==> src/rtl/binarization_ctrl.sv <==
// Frame-level controller for the binarization path: tracks pixel position from the
// sync/DE stream, applies threshold/mode updates only at vsync rises, and checks frame geometry.
module binarization_ctrl #(
    parameter int         H_ACTIVE  = 1280,
    parameter int         V_ACTIVE  = 720,
    parameter int         PIPE_LAT  = 3,
    parameter logic [7:0] THR_RESET = 8'd128
) (
    input  logic        clk,
    input  logic        rst_n,
    input  logic        de_in,
    input  logic        hsync_in,
    input  logic        vsync_in,
    input  logic        cfg_valid,
    output logic        cfg_ready,
    input  logic [7:0]  cfg_threshold,
    input  logic [1:0]  cfg_mode,
    output logic [7:0]  thr_out,
    output logic [1:0]  mode_out,
    output logic [10:0] pix_x,
    output logic [10:0] pix_y,
    output logic        de_out,
    output logic        hsync_out,
    output logic        vsync_out,
    output logic        frame_err
);

    typedef enum logic {
        SEEK  = 1'b0,
        FRAME = 1'b1
    } state_t;

    localparam logic [10:0] H_ACT_C = 11'(H_ACTIVE);
    localparam logic [10:0] V_ACT_C = 11'(V_ACTIVE);

    function automatic logic [10:0] sat_inc(input logic [10:0] v);
        return (v == 11'h7FF) ? v : v + 11'd1;
    endfunction

    state_t      state_q, state_d;
    logic        vs_d_q, vs_d_d;
    logic        de_d_q, de_d_d;
    logic [10:0] x_cnt_q, x_cnt_d;
    logic [10:0] y_cnt_q, y_cnt_d;
    logic        bad_line_q, bad_line_d;
    logic        frame_err_q, frame_err_d;
    logic        pending_q, pending_d;
    logic [7:0]  shadow_thr_q, shadow_thr_d;
    logic [1:0]  shadow_mode_q, shadow_mode_d;
    logic [7:0]  thr_q, thr_d;
    logic [1:0]  mode_q, mode_d;
    logic [PIPE_LAT-1:0][2:0] sync_q, sync_d;

    logic boundary;
    logic de_fall;

    assign boundary = vsync_in & ~vs_d_q;
    assign de_fall  = de_d_q & ~de_in;

    // Position tracking and geometry check
    always_comb begin
        state_d     = state_q;
        vs_d_d      = vsync_in;
        de_d_d      = de_in;
        x_cnt_d     = x_cnt_q;
        y_cnt_d     = y_cnt_q;
        bad_line_d  = bad_line_q;
        frame_err_d = 1'b0;
        case (state_q)
            SEEK: begin
                x_cnt_d    = '0;
                y_cnt_d    = '0;
                bad_line_d = 1'b0;
                if (boundary) begin
                    state_d = FRAME;
                end
            end
            FRAME: begin
                if (de_fall) begin
                    x_cnt_d = '0;
                    y_cnt_d = sat_inc(y_cnt_q);
                    if (x_cnt_q != H_ACT_C) begin
                        bad_line_d = 1'b1;
                    end
                end else if (de_in) begin
                    x_cnt_d = sat_inc(x_cnt_q);
                end
                // A boundary closes the frame: judge it, then start the next one clean
                if (boundary) begin
                    frame_err_d = bad_line_q || (y_cnt_q != V_ACT_C);
                    y_cnt_d     = '0;
                    bad_line_d  = 1'b0;
                end
            end
            default: state_d = SEEK;
        endcase
    end

    // Config shadow: a transfer landing on a boundary waits for the next one
    always_comb begin
        pending_d     = pending_q;
        shadow_thr_d  = shadow_thr_q;
        shadow_mode_d = shadow_mode_q;
        thr_d         = thr_q;
        mode_d        = mode_q;
        if (boundary && pending_q) begin
            thr_d     = shadow_thr_q;
            mode_d    = shadow_mode_q;
            pending_d = 1'b0;
        end else if (cfg_valid && !pending_q) begin
            shadow_thr_d  = cfg_threshold;
            shadow_mode_d = cfg_mode;
            pending_d     = 1'b1;
        end
    end

    // Sync delay line matching the pixel datapath latency
    always_comb begin
        sync_d    = sync_q;
        sync_d[0] = {vsync_in, hsync_in, de_in};
        for (int i = 1; i < PIPE_LAT; i++) begin
            sync_d[i] = sync_q[i-1];
        end
    end

    always_ff @(posedge clk or negedge rst_n) begin
        if (!rst_n) begin
            state_q       <= SEEK;
            vs_d_q        <= 1'b0;
            de_d_q        <= 1'b0;
            x_cnt_q       <= '0;
            y_cnt_q       <= '0;
            bad_line_q    <= 1'b0;
            frame_err_q   <= 1'b0;
            pending_q     <= 1'b0;
            shadow_thr_q  <= '0;
            shadow_mode_q <= '0;
            thr_q         <= THR_RESET;
            mode_q        <= '0;
            sync_q        <= '0;
        end else begin
            state_q       <= state_d;
            vs_d_q        <= vs_d_d;
            de_d_q        <= de_d_d;
            x_cnt_q       <= x_cnt_d;
            y_cnt_q       <= y_cnt_d;
            bad_line_q    <= bad_line_d;
            frame_err_q   <= frame_err_d;
            pending_q     <= pending_d;
            shadow_thr_q  <= shadow_thr_d;
            shadow_mode_q <= shadow_mode_d;
            thr_q         <= thr_d;
            mode_q        <= mode_d;
            sync_q        <= sync_d;
        end
    end

    assign cfg_ready = ~pending_q;
    assign thr_out   = thr_q;
    assign mode_out  = mode_q;
    assign pix_x     = x_cnt_q;
    assign pix_y     = y_cnt_q;
    assign frame_err = frame_err_q;
    assign de_out    = sync_q[PIPE_LAT-1][0];
    assign hsync_out = sync_q[PIPE_LAT-1][1];
    assign vsync_out = sync_q[PIPE_LAT-1][2];

endmodule
==> config.mk <==
export PLATFORM = sky130hd
export DESIGN_NAME = binarization_ctrl
export DESIGN_NICKNAME = d
export VERILOG_FILES = /design/src/rtl/binarization_ctrl.sv
export SDC_FILE = /design/constraint.sdc
export NUM_CORES = 1
export LEC_CHECK = 0
export BUFFER_PORTS_ARGS = -buffer_cell sky130_fd_sc_hd__buf_2
export CORE_MARGIN = 2
export CORE_UTILIZATION = 40
export DETAILED_ROUTE_END_ITERATION = 10
export GPL_TIMING_DRIVEN = 0
export PLACE_DENSITY = 0.74
export SYNTH_ARGS = -nofsm -noshare
export SYNTH_HDL_FRONTEND = slang
export SYNTH_SLANG_ARGS = --single-unit
==> constraint.sdc <==
create_clock -name clk -period 1.8 [get_ports clk]
set_input_delay 0.45 -clock clk [delete_from_list [all_inputs] [get_ports clk]]
set_output_delay 0.45 -clock clk [all_outputs]
set_load 0.03 [all_outputs]
==> results of run 1 <==
[registers in the layout, summed over array words and instances (netlist names), 2 cells and up]
| name | cells |
|---|---|
| mode_out | 2 |
| pix_y | 11 |
| shadow_thr_q | 8 |
| pix_x | 11 |
| thr_out | 8 |
| shadow_mode_q | 2 |
| sync_d | 6 |
[cell type report]
| type | instances | area share |
|---|---|---|
| inverters | 8 | 0.01042 |
| well taps | 75 | 0.03257 |
| plain buffers | 6 | 0.01086 |
| clock buffers | 5 | 0.02388 |
| flip-flops and latches | 55 | 0.4794 |
| repair buffers | 52 | 0.09119 |
| clock inverters | 3 | 0.009553 |
| multi-input cells | 137 | 0.3422 |
[metrics by stage]
stage | power (µW) | instance area, µm² | hold WS, ns
3_3_place_gp | 2444 | 2771 | 0.3326
3_5_place_dp | 2489 | 2771 | 0.3356
4_1_cts | 3200 | 2868 | 0.2371
5_1_grt | 3338 | 2882 | 0.2292
6_report | 3160 | 2882 | 0.1714
2_1_floorplan | 2195 | 2417 | 0.1544
[cells by family after synthesis]
group,count (synthesis),share of synthesized area
simple gates,74,0.1771
fa+ha+maj,4,0.02072
flops,55,0.5702
compound gates,35,0.09840
xor+xnor,3,0.01088
buf+inv,14,0.02537
mux,21,0.09736
[timing repair]
item	CTS	global route
hold buffers	0	0
setup endpoints to repair	0	3
resized for setup	0	4
[worst max-delay path, stage by stage (launching register included)]
cell	delay (ns)
sky130_fd_sc_hd__dfrtp_2	0.46
sky130_fd_sc_hd__ha_1	0.24
sky130_fd_sc_hd__a41o_4	0.33
sky130_fd_sc_hd__or4b_1	0.50
sky130_fd_sc_hd__a21oi_2	0.15
[routing by layer]
| layer | vias to the layer above | share of wire |
|---|---|---|
| li1 | 875 | - |
| met1 | 898 | 0.44 |
| met2 | 31 | 0.51 |
| met3 | 5 | 0.036 |
| met4 | 0 | 0.014 |
| met5 | - | 0 |
[power breakdown]
group / leakage (µW) / total, µW / switching, µW / internal [µW]
Sequential: 0.000679 / 1610 / 149 / 1460
Clock: 0.0000463 / 705 / 418 / 286
Combinational: 0.000599 / 850 / 537 / 312
[cells in the final DEF, fill, tap and decap left out, types with 4 or more instances in the layout]
cell                       instances
sky130_fd_sc_hd__dfrtp_1          51
sky130_fd_sc_hd__ha_1              4
sky130_fd_sc_hd__nor2_1           12
sky130_fd_sc_hd__clkbuf_1          4
sky130_fd_sc_hd__nor3_1            6
sky130_fd_sc_hd__clkbuf_8          5
sky130_fd_sc_hd__o21ai_0           5
sky130_fd_sc_hd__inv_1             8
sky130_fd_sc_hd__mux2_2           20
sky130_fd_sc_hd__nand3_1          10
sky130_fd_sc_hd__nand4_1           6
sky130_fd_sc_hd__a21oi_1          12
sky130_fd_sc_hd__buf_2            52
sky130_fd_sc_hd__nand2_1          11
[final timing paths]
check                                                   end  cells past startpoint            startpoint  slack [ns]
min in group clk                        sync_d[4]$_DFF_PN0_                      1              hsync_in        0.25
max in group asynchronous              pix_y[1]$_DFFE_PN0P_                      1                 rst_n        1.13
worst min register to register          sync_d[7]$_DFF_PN0_                      0   sync_d[4]$_DFF_PN0_        0.36
worst max register to register         pix_y[9]$_DFFE_PN0P_                      4  pix_y[0]$_DFFE_PN0P_        0.05
worst min-delay path            shadow_thr_q[1]$_DFFE_PN0P_                      1                 rst_n        0.17
worst max-delay path                   pix_y[9]$_DFFE_PN0P_                      4  pix_y[0]$_DFFE_PN0P_        0.05
==> results.yml, run 1 <==
sta:
  layout_setup_ws_ns: 0.04750
  fmax_ghz: 0.5706
  hold_viol: 0
  slew_violations: 0
  timing.slew.headroom: 0.5461
  setup_tns_ns: 0
  worst_slew_pin_slew_ns: 0.6808
  period_share: 0.9736
  final.setup_skew_ns: 0.01131
  final_period_minus_worst_setup_slack_ns: 1.752
  finalSetupViolCount: 0
clock_network:
  root_buffer: "sky130_fd_sc_hd__clkbuf_8"
  cts.sinks: 55
  setup_fix_bufs_post_cts: 0
  clk_pin_slew_worst_paths_ns: 0.10
  cts_tree: "built"
  numCtsBuffers: 5
  cts-root-to-sink-buffers: 2
  insertion_delay_ns: 0.31
  h-tree-depth: 2
global_route:
  grt_util_met2: 0.2724
  grt_remaining_overflow: 0
  global_route.usage.total: 0.1579
  gr-usage-met1: 0.1999
  grt_pass1_vias: 1691
  grt_pass1_wl_mm: 8.017
  grt_max_degree: 56
  grt_antenna_before_repair: 0
  gr-usage-met3: 0.03077
  grt_most_used_layer: "met2"
routing:
  drt.antenna.violating_nets: 0
  routed-via-count: 1809
  drt_first_pass_iters: 4
  vias_per_cell: 5.305
  detailedRoute.firstIterationViolations: 49
  post-route-drc-count: 0
  final_routed_wirelength_across_all_metal_layers_mm: 4.883
  routed_wire_length_per_instance_um: 14.32
placed_design:
  place_ws_ns: -0.09382
  dpl.hpwl_mm: 3.485
  placed_cells: 333
  gp_congestion: 0.8306
  io_buffer_count: 52
cells_and_area:
  drive_gt1_frac: 0.3534
  seqCellArea_um2: 1381
  layout.core_utilization: 0.4896
  design.final.nets: 285
  non_filler_instance_count_after_layout: 341
  multiInputGateArea_um2: 985.9
  nFillCells: 562
  areaGrowthSynthToFinish_pct: 19.26
  num_antenna_cells: 0
synth:
  mapped_cells: 206
  synthDominantCellAreaShare: 0.5593
  synth_edf_count: 0
  synth_async_sr_flop_share: 1.000
  post_synth_main_area_contributors: "sky130_fd_sc_hd__dfrtp_1, sky130_fd_sc_hd__mux2_2, sky130_fd_sc_hd__a21oi_1"
  synth-seq-cells: 55
  yosysTopAreaCell: "sky130_fd_sc_hd__dfrtp_1"
  sequential_fraction_of_the_synthesis_area: 0.5702
  synth_common_cells: "sky130_fd_sc_hd__dfrtp_1, sky130_fd_sc_hd__mux2_2, sky130_fd_sc_hd__a21oi_1"
  synth.avg_cell_area_um2: 11.73
  mappedNetlistArea_um2: 2416
  synth_fp_nets: 226
  synth.most_common_cell: "sky130_fd_sc_hd__dfrtp_1"
  netlist-cell-type-count: 47
  yosys_most_used_dff: "sky130_fd_sc_hd__dfrtp_1"
  synth.yosys.warnings: 0
floorplan:
  floorplan.core_area_um2: 5886
  initial_core_util: 0.4105
  floorplan.io_pins: 53
  die_area_um2: 6678
  chipHeight_um: 81.72
  floorplan.rows: 28
  die-width_um: 81.72
worst_setup_path:
  worst_setup_path_end_kind: "flop"
  required_ns: 2.03
  critical_path.max_fanout: 9
  cp.arrival_ns: 1.98
  critical_path_class: "flop to flop"
  worstSetupStartpointType: "flop"
pwr:
  vdd_ir_max_uv: 822.8
  power_density_nw_per_um2: 1097
  leakage_uw: 0.001324
run:
  cap_violations: 0
worst_hold_path:
  worst_hold_path_type: "input port to async pin"
run_status:
  outcome: "finished clean"
Note: power is estimated with default switching activity, not from simulation.
==> inputs of run 2 (changes only) <==
--- a/config.mk
+++ b/config.mk
@@ -6,11 +6,12 @@
 export NUM_CORES = 1
 export LEC_CHECK = 0
 export BUFFER_PORTS_ARGS = -buffer_cell sky130_fd_sc_hd__buf_2
+export CAP_MARGIN = 20
 export CORE_MARGIN = 2
-export CORE_UTILIZATION = 40
+export CORE_UTILIZATION = 53
 export DETAILED_ROUTE_END_ITERATION = 10
 export GPL_TIMING_DRIVEN = 0
-export PLACE_DENSITY = 0.74
+export PLACE_DENSITY = 0.9
 export SYNTH_ARGS = -nofsm -noshare
 export SYNTH_HDL_FRONTEND = slang
 export SYNTH_SLANG_ARGS = --single-unit
==> run 2 against run 1 <==
  * Global-route usage grew 3.9 points
  * Flip-flop and latch count is the same
  * Cell area shrank 0.82%
  * Clock-buffer cell count grew 1
  * Maximum frequency grew 1.2%
  * First-iteration DRC count grew 100%
  * Sequential power is essentially flat
  * Clock power shrank 6.0%
  * Power shrank 1.3%
  * Non-clock buffer count grew 1
  * Die area shrank 23%
  * Critical endpoint unchanged
==> results.yml, run 2 (synthesis results as in run 1) <==
floorplan:
  initial_core_util: 0.5511
  chipHeight_um: 71.52
  floorplan.rows: 24
  die-width_um: 71.52
  floorplan.core_area_um2: 4384
  floorplan.io_pins: 53
  die_area_um2: 5114
worst_setup_path:
  required_ns: 2.03
  crit_family: "simple AND/OR/NAND/NOR gates"
  worstPathCellList: "ha_1 > a41o_4 > or4b_4 > a21oi_2"
  highest_delay_cell_along_the_critical_path: "sky130_fd_sc_hd__or4b_4"
  cp.arrival_ns: 1.97
  worst_setup_path_end_kind: "flop"
  worstPathBufferInverterCount: 0
  critical_path_class: "flop to flop"
  worstSetupStartpointType: "flop"
  critical_path.max_fanout: 9
  critical-path-max-stage-delay_ns: 0.49
sta:
  setup_tns_ns: 0
  timing.slew.headroom: 0.6401
  final.setup_skew_ns: 0.005118
  worst_slew_pin_slew_ns: 0.5399
  period_share: 0.9619
  hold_viol: 0
  finalSetupViolCount: 0
  setup_repair_after_global_routing_missed_its_margin: "false"
  slew_violations: 0
  fmax_ghz: 0.5775
  final_hold_slack_ns: 0.07448
  final_period_minus_worst_setup_slack_ns: 1.732
pwr:
  power_density_nw_per_um2: 1091
  swShare: 0.3441
  seq_power_share: 0.515
  power.share.combinational: 0.273
  report.power.total_uw: 3119
  vdd_ir_max_uv: 970.6
  clock_power_share: 0.213
  leakage_uw: 0.001329
  net_sw_power_uw: 1073
  power.internal_uw: 2046
clock_network:
  cts_tree: "built"
  numCtsBuffers: 5
  cts.sinks: 55
  h-tree-depth: 2
  clk_pin_slew_worst_paths_ns: 0.10
  root_buffer: "sky130_fd_sc_hd__clkbuf_8"
  cts-root-to-sink-buffers: 2
  setup_fix_bufs_post_cts: 0
  insertion_delay_ns: 0.30
routing:
  detailedRoute.firstIterationViolations: 98
  post-route-drc-count: 0
  routed-wl-met2_mm: 2.267
  met1Wirelength_mm: 2.101
  final_routed_wirelength_across_all_metal_layers_mm: 4.658
  routed-wl-met3_um: 193
  drt_first_pass_iters: 4
  maxUsedRoutingLayer: "met4"
  drt.antenna.violating_nets: 0
  vias_per_cell: 5.727
  routed-via-count: 1827
  routed_wire_length_per_instance_um: 14.60
global_route:
  grt_pass1_wl_mm: 7.955
  grt_pass1_vias: 1773
  grt_remaining_overflow: 0
  global_route.usage.total: 0.1972
  grt_max_degree: 38
  grt_antenna_before_repair: 0
cells_and_area:
  nFillCells: 345
  areaGrowthSynthToFinish_pct: 18.28
  layout.cells.most_common: "sky130_fd_sc_hd__buf_2"
  non_filler_instance_count_after_layout: 319
  design.final.nets: 286
  num_antenna_cells: 0
  drive_gt1_frac: 0.3521
  layout.cells.most_common_list: "sky130_fd_sc_hd__buf_2, sky130_fd_sc_hd__dfrtp_1, sky130_fd_sc_hd__mux2_2"
worst_hold_path:
  worst_hold_path_type: "input port to async pin"
placed_design:
  gp_congestion: 0.8531
  io_buffer_count: 52
  placed_cells: 311
  dpl.hpwl_mm: 3.332
run:
  cap_violations: 0
run_status:
  outcome: "finished clean"
-- run 2: path summary, 6_finish.rpt --
kind | from | slack [ns] | depth (start not counted) | end
setup / recovery | pix_y[0]$_DFFE_PN0P_ | 0.07 | 4 | pix_y[9]$_DFFE_PN0P_
hold / removal | rst_n | 0.07 | 1 | shadow_thr_q[5]$_DFFE_PN0P_
setup reg to reg | pix_y[0]$_DFFE_PN0P_ | 0.07 | 4 | pix_y[9]$_DFFE_PN0P_
hold reg to reg | sync_d[6]$_DFF_PN0_ | 0.36 | 0 | de_out$_DFF_PN0_
max in group asynchronous | rst_n | 1.14 | 2 | thr_out[7]$_DFFE_PN1P_
min in group clk | hsync_in | 0.25 | 1 | sync_d[4]$_DFF_PN0_
-- run 2: power by group through the flow --
| stage | logic (µW) | registers, µW | clock network (µW) |
|---|---|---|---|
| 6_report | 850 | 1610 | 663 |
| 2_1_floorplan | 304 | 1890 | 0 |
| 3_3_place_gp | 822 | 1610 | 0 |
| 5_1_grt | 920 | 1640 | 729 |
| 4_1_cts | 860 | 1610 | 689 |
| 3_5_place_dp | 855 | 1630 | 0 |
-- run 2: area by class of cell --
class	instances	area, µm²	area share
plain buffers	6	31.28	0.01095
clock buffers	6	72.57	0.02539
clock inverters	2	12.51	0.004378
inverters	8	30.03	0.01051
multi-input cells	137	984.7	0.3446
flip-flops and latches	55	1381	0.4834
well taps	52	65.06	0.02277
repair buffers	53	280.3	0.09807
-- run 2: repair_timing --
action | CTS | global route
gates resized for setup | 0 | 5
hold buffers | 0 | 0
setup endpoints to repair | 0 | 3
-- run 2: stage by stage --
stage	setup WS, ns	cell area (µm²)	util
global route	0.01875	2858	0.6518
detailed placement	-0.07223	2763	0.6301
floorplan	0.03584	2417	-
global placement	-0.05602	2743	0.6256
CTS	0.03429	2848	0.6495
finish	0.06850	2858	0.6518
-- run 2: routing by layer --
metal / track usage / up-vias
met5: 0 / -
met4: 0.07547 / 0
met3: 0.03797 / 12
met2: 0.3333 / 47
met1: 0.2524 / 892
li1: - / 876
==> inputs of run 3 (changes only) <==
--- a/config.mk
+++ b/config.mk
@@ -5,13 +5,15 @@
 export SDC_FILE = /design/constraint.sdc
 export NUM_CORES = 1
 export LEC_CHECK = 0
+export ABC_AREA = 1
 export BUFFER_PORTS_ARGS = -buffer_cell sky130_fd_sc_hd__buf_2
 export CAP_MARGIN = 20
 export CORE_MARGIN = 2
-export CORE_UTILIZATION = 53
+export CORE_UTILIZATION = 54
 export DETAILED_ROUTE_END_ITERATION = 10
 export GPL_TIMING_DRIVEN = 0
-export PLACE_DENSITY = 0.9
+export PLACE_DENSITY = 0.91
+export SLEW_MARGIN = 5
 export SYNTH_ARGS = -nofsm -noshare
 export SYNTH_HDL_FRONTEND = slang
 export SYNTH_SLANG_ARGS = --single-unit
==> run 3 against run 2 <==
  * Clock-buffer cell count down 1
  * Routed wire length increased by 15%
  * Register-to-register slack gained 0.15 ns
  * Hold slack improved by 0.062 ns
  * Non-clock buffer count increased by 1
  * Synthesized cell count rose by 45%
  * Combinational power is 22% lower
  * Via count rose by 20%
  * Critical path depth grew 4
==> results.yml, run 3 <==
worst_setup_path:
  highest_delay_cell_along_the_critical_path: "sky130_fd_sc_hd__dfrtp_1"
  worst_setup_path_end_kind: "flop"
  crit_path_frequent_cell: "sky130_fd_sc_hd__nor2_1"
  worstReg2RegEnd: "pix_x[0]$_DFFE_PN0P_"
  worst-r2r-cell-count: 8
  crit_family: "simple AND/OR/NAND/NOR gates"
  critical-path-max-stage-delay_ns: 0.46
  cp.arrival_ns: 1.78
  required_ns: 2.00
  critical_path_class: "flop to flop"
  worstSetupStartpointType: "flop"
  timing.rr.start: "pix_x[1]$_DFFE_PN0P_"
  worstPathBufferInverterCount: 1
  worstPathCellList: "ha_1 > nand2_2 > nor2_4 > nand3_2 > nand2_4 > inv_1 > nor2_1 > nor2_1"
  critical_path.max_fanout: 6
  timing.reg2reg.setup_slack_ns: 0.22
sta:
  timing.slew.headroom: 0.5970
  layout_setup_ws_ns: 0.2213
  final_period_minus_worst_setup_slack_ns: 1.579
  period_share: 0.8770
  setup_repair_after_global_routing_missed_its_margin: "false"
  fmax_ghz: 0.6335
  finalSetupViolCount: 0
  setup_tns_ns: 0
  worst_slew_pin_slew_ns: 0.6044
  final.setup_skew_ns: 0.01007
  hold_viol: 0
  slew_violations: 0
synth:
  synth_fp_nets: 318
  synth-seq-cells: 55
  synthDominantCellAreaShare: 0.5217
  yosys_most_used_dff: "sky130_fd_sc_hd__dfrtp_1"
  synth_async_sr_flop_share: 1.000
  synth_common_cells: "sky130_fd_sc_hd__dfrtp_1, sky130_fd_sc_hd__nand2_1, sky130_fd_sc_hd__inv_1"
  synth.avg_cell_area_um2: 8.691
  yosysTopAreaCell: "sky130_fd_sc_hd__dfrtp_1"
  synth_edf_count: 0
  mappedNetlistArea_um2: 2590
  netlist-cell-type-count: 32
  mapped_cells: 298
  sequential_fraction_of_the_synthesis_area: 0.5319
  synth.yosys.warnings: 0
  post_synth_main_area_contributors: "sky130_fd_sc_hd__dfrtp_1, sky130_fd_sc_hd__nand2_1, sky130_fd_sc_hd__inv_1"
global_route:
  grt_pass1_wl_mm: 8.990
  gr-usage-met3: 0.05487
  grt_most_used_layer: "met2"
  grt_util_met2: 0.3584
  global_route.usage.total: 0.2164
  gr-usage-met1: 0.2777
  grt_pass1_vias: 2078
  grt_max_degree: 31
  grt_remaining_overflow: 0
  grt_antenna_before_repair: 0
clock_network:
  setup_fix_bufs_post_cts: 0
  root_buffer: "sky130_fd_sc_hd__clkbuf_8"
  cts_tree: "built"
  h-tree-depth: 2
  numCtsBuffers: 5
  clk_pin_slew_worst_paths_ns: 0.10
  insertion_delay_ns: 0.31
  post_cts.resized_instances: 0
  cts.sinks: 55
  cts-root-to-sink-buffers: 2
  hold_buffers: 0
routing:
  vias_per_cell: 5.295
  routed-via-count: 2187
  routed_wire_length_per_instance_um: 12.92
  final_routed_wirelength_across_all_metal_layers_mm: 5.334
  drt_first_pass_iters: 5
  detailedRoute.firstIterationViolations: 189
  post-route-drc-count: 0
  drt.antenna.violating_nets: 0
cells_and_area:
  seqCellArea_um2: 1378
  drive_gt1_frac: 0.2479
  multiInputGateArea_um2: 1007
  num_antenna_cells: 0
  layout.cells.most_common_list: "sky130_fd_sc_hd__nand2_1, sky130_fd_sc_hd__dfrtp_1, sky130_fd_sc_hd__buf_2"
  design.final.nets: 378
  nFillCells: 386
  areaGrowthSynthToFinish_pct: 16.96
pwr:
  leakage_uw: 0.001569
  vdd_ir_max_uv: 650.9
  power_density_nw_per_um2: 944.4
floorplan:
  floorplan.io_pins: 53
  die_area_um2: 5366
  floorplan.core_area_um2: 4661
  floorplan.rows: 25
  die-width_um: 73.26
  initial_core_util: 0.5557
  chipHeight_um: 73.26
run:
  cap_violations: 0
placed_design:
  gp_congestion: 0.8944
  io_buffer_count: 52
  place_ws_ns: 0.1980
  dpl.hpwl_mm: 3.948
worst_hold_path:
  worst_hold_path_type: "input port to async pin"
run_status:
  outcome: "finished clean"
-- run 3: cell count changes after synthesis, sizes merged, moves of 4 or more --
cell	before	now
mux2	20	0
nand2	11	63
nand3	10	20
nor2	12	40
o21ai	5	28
and4	4	0
a21oi	13	17
inv	8	42
-- run 3: cells by family (layout without fill, tap and decap cells) --
family	after synthesis	after routing	share of synthesized area
DFF	55	55	0.5319
buffers and inverters	50	111	0.07922
xor gates and xnor gates	4	4	0.01353
AOI/OAI and AO/OA	49	49	0.1039
adders and majority gates	4	4	0.01932
and+or+nand+nor	136	136	0.2522
-- run 3: metrics by stage --
stage,utilization,cells,instance area (µm²),hold WS [ns],power (µW)
after CTS,0.6499,413,3029,0.1513,2890
final,0.6499,413,3029,0.1369,2861
after global routing,0.6499,413,3029,0.1800,3024
after global placement,0.6260,404,2918,0.3335,2158
after detailed placement,0.6303,405,2938,0.3355,2192
after floorplan,-,298,2590,0.1544,1960
-- run 3: worst max-delay path by stage --
stage / slack (ns) / startpoint / depth (start not counted) / to
after global placement: 0.22 / vsync_in / 7 / thr_out[6]$_DFFE_PN0P_
after CTS: 0.23 / pix_x[1]$_DFFE_PN0P_ / 8 / pix_x[0]$_DFFE_PN0P_
after global routing: 0.11 / pix_x[1]$_DFFE_PN0P_ / 8 / pix_x[0]$_DFFE_PN0P_
after floorplan: 0.17 / pix_y[1]$_DFFE_PN0P_ / 9 / pix_y[5]$_DFFE_PN0P_
final: 0.22 / pix_x[1]$_DFFE_PN0P_ / 8 / pix_x[0]$_DFFE_PN0P_
after detailed placement: 0.20 / vsync_in / 7 / thr_out[5]$_DFFE_PN0P_
-- run 3: power by group --
part | switching [µW] | internal, µW | total, µW
combinational | 461 | 200 | 661
sequential | 105 | 1400 | 1500
clock | 413 | 282 | 696
-- run 3: layer usage --
layer | routed length (µm) | part of all wire
met2 | 2644 | 0.50
met3 | 274 | 0.051
met1 | 2368 | 0.44
met4 | 46 | 0.0086
met5 | 0 | 0
-- run 3: cell type report --
type | instances | share of cell area
clock buffer | 5 | 0.02272
timing repair buffer | 53 | 0.09252
buffer | 7 | 0.01280
clock inverter | 3 | 0.007435
multi-input combinational | 193 | 0.3325
sequential | 55 | 0.4548
tap | 54 | 0.02230
inverter | 43 | 0.05494
